--- config.mk ---
export PLATFORM = sky130hd
export DESIGN_NAME = mrsp_autoinc_fetch
export DESIGN_NICKNAME = d
export VERILOG_FILES = /design/src/rtl/mrsp_pkg.sv /design/src/rtl/mrsp_autoinc_fetch_ptr_counter.sv /design/src/rtl/mrsp_autoinc_fetch.sv
export SDC_FILE = /design/constraint.sdc
export NUM_CORES = 1
export LEC_CHECK = 0
export BUFFER_PORTS_ARGS = -buffer_cell sky130_fd_sc_hd__clkbuf_2
export CORE_ASPECT_RATIO = 1.25
export CORE_UTILIZATION = 42
export DETAILED_ROUTE_END_ITERATION = 10
export PLACE_DENSITY_LB_ADDON = 0.15
export SYNTH_ARGS = -nofsm -noshare
export SYNTH_HDL_FRONTEND = slang
export SYNTH_SLANG_ARGS = --single-unit
--- constraint.sdc ---
create_clock -name CLK -period 3.5 [get_ports CLK]
set_input_delay 0.175 -clock CLK [delete_from_list [all_inputs] [get_ports CLK]]
set_output_delay 0.175 -clock CLK [all_outputs]
set_load 0.01 [all_outputs]
--- src/rtl/mrsp_pkg.sv ---
// Shared types and default sizing for the MRSP auto-increment fetch sequencer.
package mrsp_pkg;

  localparam int ADDR_W_DEF = 16;
  localparam int CNT_W_DEF  = 8;
  localparam int STEP_DEF   = 1;

  typedef enum logic [2:0] {
    S_IDLE,
    S_REQ,
    S_OUT,
    S_WB,
    S_DONE
  } state_t;

endpackage

--- src/rtl/mrsp_autoinc_fetch_ptr_counter.sv ---
// Pointer and remaining-count registers: load on start, step/decrement per consumed byte.
module mrsp_ptr_counter
  import mrsp_pkg::*;
#(
  parameter int ADDR_W = ADDR_W_DEF,
  parameter int CNT_W  = CNT_W_DEF,
  parameter int STEP   = STEP_DEF
) (
  input  logic              i_clk,
  input  logic              i_rst,
  input  logic              i_load,
  input  logic [ADDR_W-1:0] i_ptr,
  input  logic [CNT_W-1:0]  i_count,
  input  logic              i_advance,
  output logic [ADDR_W-1:0] o_ptr,
  output logic              o_last
);

  localparam logic [ADDR_W-1:0] STEP_V = ADDR_W'(STEP);

  logic [ADDR_W-1:0] r_ptr;
  logic [CNT_W-1:0]  r_rem;

  always_ff @(posedge i_clk) begin
    if (i_rst) begin
      r_ptr <= '0;
      r_rem <= '0;
    end else if (i_load) begin
      r_ptr <= i_ptr;
      r_rem <= i_count;
    end else if (i_advance) begin
      // Pointer wraps naturally at 2^ADDR_W; the count saturates at zero.
      r_ptr <= r_ptr + STEP_V;
      if (r_rem != '0) begin
        r_rem <= r_rem - CNT_W'(1);
      end
    end
  end

  assign o_ptr  = r_ptr;
  assign o_last = (r_rem == CNT_W'(1));

endmodule

--- src/rtl/mrsp_autoinc_fetch.sv ---
// Fetches COUNT bytes starting at PTR_IN over a req/ack memory port, streams them out,
// then writes the advanced pointer back with a one-cycle store strobe.
module mrsp_autoinc_fetch
  import mrsp_pkg::*;
#(
  parameter int ADDR_W = ADDR_W_DEF,
  parameter int CNT_W  = CNT_W_DEF,
  parameter int STEP   = STEP_DEF
) (
  input  logic              CLK,
  input  logic              RST,
  input  logic [ADDR_W-1:0] PTR_IN,
  input  logic [CNT_W-1:0]  COUNT,
  input  logic              START,
  input  logic              ABORT,
  output logic              MEM_REQ,
  output logic [ADDR_W-1:0] MEM_ADDR,
  input  logic              MEM_ACK,
  input  logic [7:0]        MEM_DATA,
  output logic [7:0]        OUT_DATA,
  output logic              OUT_VALID,
  input  logic              OUT_READY,
  output logic [ADDR_W-1:0] PTR_OUT,
  output logic              PTR_STO,
  output logic              BUSY,
  output logic              DONE
);

  state_t            r_state;
  state_t            w_state_next;
  logic [7:0]        r_out_data;
  logic              w_load;
  logic              w_advance;
  logic              w_capture;
  logic [ADDR_W-1:0] w_ptr;
  logic              w_last;

  mrsp_ptr_counter #(
    .ADDR_W (ADDR_W),
    .CNT_W  (CNT_W),
    .STEP   (STEP)
  ) u_ptr_counter (
    .i_clk     (CLK),
    .i_rst     (RST),
    .i_load    (w_load),
    .i_ptr     (PTR_IN),
    .i_count   (COUNT),
    .i_advance (w_advance),
    .o_ptr     (w_ptr),
    .o_last    (w_last)
  );

  always_ff @(posedge CLK) begin
    if (RST) begin
      r_state <= S_IDLE;
    end else begin
      r_state <= w_state_next;
    end
  end

  always_comb begin
    w_state_next = r_state;
    w_load       = 1'b0;
    w_advance    = 1'b0;
    w_capture    = 1'b0;
    case (r_state)
      S_IDLE: begin
        if (START) begin
          w_load       = 1'b1;
          w_state_next = (COUNT == '0) ? S_WB : S_REQ;
        end
      end
      S_REQ: begin
        if (MEM_ACK) begin
          // An abort racing the ack still consumes the address but drops the byte.
          w_advance = ABORT;
          w_capture = !ABORT;
          w_state_next = ABORT ? S_WB : S_OUT;
        end else if (ABORT) begin
          w_state_next = S_WB;
        end
      end
      S_OUT: begin
        if (OUT_READY) begin
          w_advance    = 1'b1;
          w_state_next = (ABORT || w_last) ? S_WB : S_REQ;
        end else if (ABORT) begin
          w_state_next = S_WB;
        end
      end
      S_WB:    w_state_next = S_DONE;
      S_DONE:  w_state_next = S_IDLE;
      default: w_state_next = S_IDLE;
    endcase
  end

  always_ff @(posedge CLK) begin
    if (RST) begin
      r_out_data <= '0;
    end else if (w_capture) begin
      r_out_data <= MEM_DATA;
    end
  end

  assign MEM_REQ   = (r_state == S_REQ);
  assign MEM_ADDR  = w_ptr;
  assign OUT_VALID = (r_state == S_OUT);
  assign OUT_DATA  = r_out_data;
  assign PTR_STO   = (r_state == S_WB);
  // The writeback bus only carries the pointer while the strobe is up.
  assign PTR_OUT   = PTR_STO ? w_ptr : '0;
  assign BUSY      = (r_state != S_IDLE);
  assign DONE      = (r_state == S_DONE);

endmodule

==> metrics <==
status=completed; postcts setup bufs=0; Ys Warns=0; Slew Limit Fails=0; Worst Path Required=3.67 ns; Synth top area share=33.5%; post-route design area=2580 µm²; final setup vio count=0; Worst R2R Setup Slack=1.17 ns; die area=5260 µm²; leakage power=0.00114 µW; GR Util All Layers=20.7%; Mean Syn Cell Area=8.36 µm²; root buffer cell=clkbuf_8; R2R cell count=4; min Tclk post-route=2.33 ns; die width=65.1 µm; relative slew slack=30.3%; Min-Delay Path Depth=3; PostCTS Resize Cnt=0; #FFs+latches synth=35; I/O pins=83; top cells by area, synth=dfxtp_1, nor2_1, a311oi_1; # hold bufs at CTS=0; WS Path Type=reg2reg; dpl cells=374; gpl congestion=0.799; register area share after synthesis=33.5%; drt via density=5.56; layout cell share with drive strength beyond 1=29.3%; worst-margin pin slew=1.05 ns; Synthesized Nets=292; Clock Latency Late Sink=0.28 ns; CP Launch Type=flop; hold_ws=0.123 ns; Clock Tree Buf Depth=2; Mapped Cells=250; DRT iter0 DRCs=106; Max-Cap Viols=0; Initial Util=43.9%; clk sinks=35; final worst-path cycle share=66.5%; gr ovfl total=0; htree depth=2; wire per inst=13.8 µm; initial antenna violation count=0; DRC viols=0; FP Rows=28; antenna cells=0; worst reg2reg endpoint=u_ptr_counter.r_rem[4]; Main synth FF type=dfxtp_1; WP data arrival=2.49 ns; async set-reset flop share out of synthesis=0%; Final HPWL DP=3760 µm; PwrDens=409 nW/µm²; Crit. End Element=flop; Post-synth top cells=nor2_1, dfxtp_1, and2_1, a311oi_1; placed cell areas=2490 µm²; die height=80.9 µm; Syn Std Cell Area=2090 µm²; Area Overhead vs Synth=23.4%; Fmax=430 MHz; RSZ-0062 raised after global routing=no; crit path launch=r_state[1]; Final Hold Fails=0; count leader, synth=nor2_1; Final nets=363; vias in the first global route=1803; worst hold path class=in2reg; number of buffers created by CTS=5; Netlist cell types=50; CTS tree=built; drt pass-1 iters=4; first-pass GRT wire length=8420 µm; Clock transition at path regs=0.07 ns; largest net degree at the start of global routing=38; largest area contributor in the netlist=dfxtp_1; Max VDD drop=0.265 mV; hold path startpoint=MEM_DATA[3]; via count=2120; r2r startpoint=r_state[1]; setup tns final=0 ns; CP Max Fanout=17; clock skew=0.00394 ns; fin cells=381; WL final=5250 µm; PortBufs=82; core area=4760 µm²; hold path endpoint=OUT_DATA[3]; Post-synth EDFFs=0; Post-DRT Antenna Nets=0
[area by class of cell]
class | instances | area (µm²)
clock buffers | 6 | 82.6
clock inverters | 1 | 5.00
fillers | 486 | 2190
inverters | 6 | 22.5
multi-input cells | 190 | 1270
flip-flops and latches | 35 | 701
well taps | 60 | 75.1
repair buffers | 83 | 418
[layer usage]
metal	global-route usage, %	share of wire [%]
met4	6.52	1.3
met3	4.21	4.1
met5	0	0
met2	37.3	50
met1	24.4	44
[state kept, by name, indices dropped and copies added, names as in the netlist]
signal               count
u_ptr_counter.o_ptr     16
u_ptr_counter.r_rem      8
r_state                  3
OUT_DATA                 8
[report_power, final]
group          internal, µW  switching [µW]  total [µW]
Combinational           115             151         265
Sequential              440            59.5         499
Clock                   154             137         291
[critical path: stages (launching register included)]
cell and delay, ns:
dfxtp_1 0.61, nand3b_1 0.22, a21oi_1 0.87, nand3_1 0.14, a2111oi_0 0.36
[kinds of logic after synthesis]
group	after synthesis	share of synthesized area (%)
and+or+nand+nor	126	34.0
AOI/OAI and AO/OA	49	19.6
DFF	35	33.5
buffers and inverters	25	5.45
muxes	8	3.83
adders and majority gates	4	2.40
xor gates and xnor gates	3	1.26
[through the flow]
step | utilization (%) | power [µW] | worst slack (ns)
floorplan | - | 677 | 1.72
global placement | 52.3 | 769 | 1.27
detailed placement | 52.3 | 773 | 1.19
CTS | 54.1 | 1070 | 1.18
global route | 54.1 | 1130 | 0.899
finish | 54.1 | 1060 | 1.17
[worst max-delay path by stage]
stage	cells past startpoint	end	slack, ns
3_3_place_gp	4	u_ptr_counter.r_rem[4]	1.27
4_1_cts	4	u_ptr_counter.r_rem[4]	1.18
3_5_place_dp	4	u_ptr_counter.r_rem[4]	1.19
5_1_grt	4	u_ptr_counter.r_rem[4]	0.90
2_1_floorplan	5	OUT_DATA[0]	1.72
6_report	4	u_ptr_counter.r_rem[4]	1.17
[placed cells by master (no fill, tap or decap), types with 3 or more instances in the layout]
| cell type | instances |
|---|---|
| clkbuf_2 | 82 |
| nor2_1 | 36 |
| dfxtp_1 | 35 |
| and2_1 | 17 |
| a311oi_1 | 13 |
| nand2_1 | 12 |
| nand3_1 | 11 |
| mux2i_1 | 8 |
| a211oi_1 | 7 |
| or4_1 | 7 |
| inv_1 | 6 |
| nor3_1 | 6 |
| nor4_1 | 6 |
| o31ai_1 | 6 |
| clkbuf_8 | 6 |
| and4_1 | 5 |
| and3_1 | 4 |
| o21ai_0 | 4 |
| ha_1 | 4 |
| or3_1 | 3 |
| nand3b_1 | 3 |
| nand4_1 | 3 |
Power figures use the tool's default switching activity.
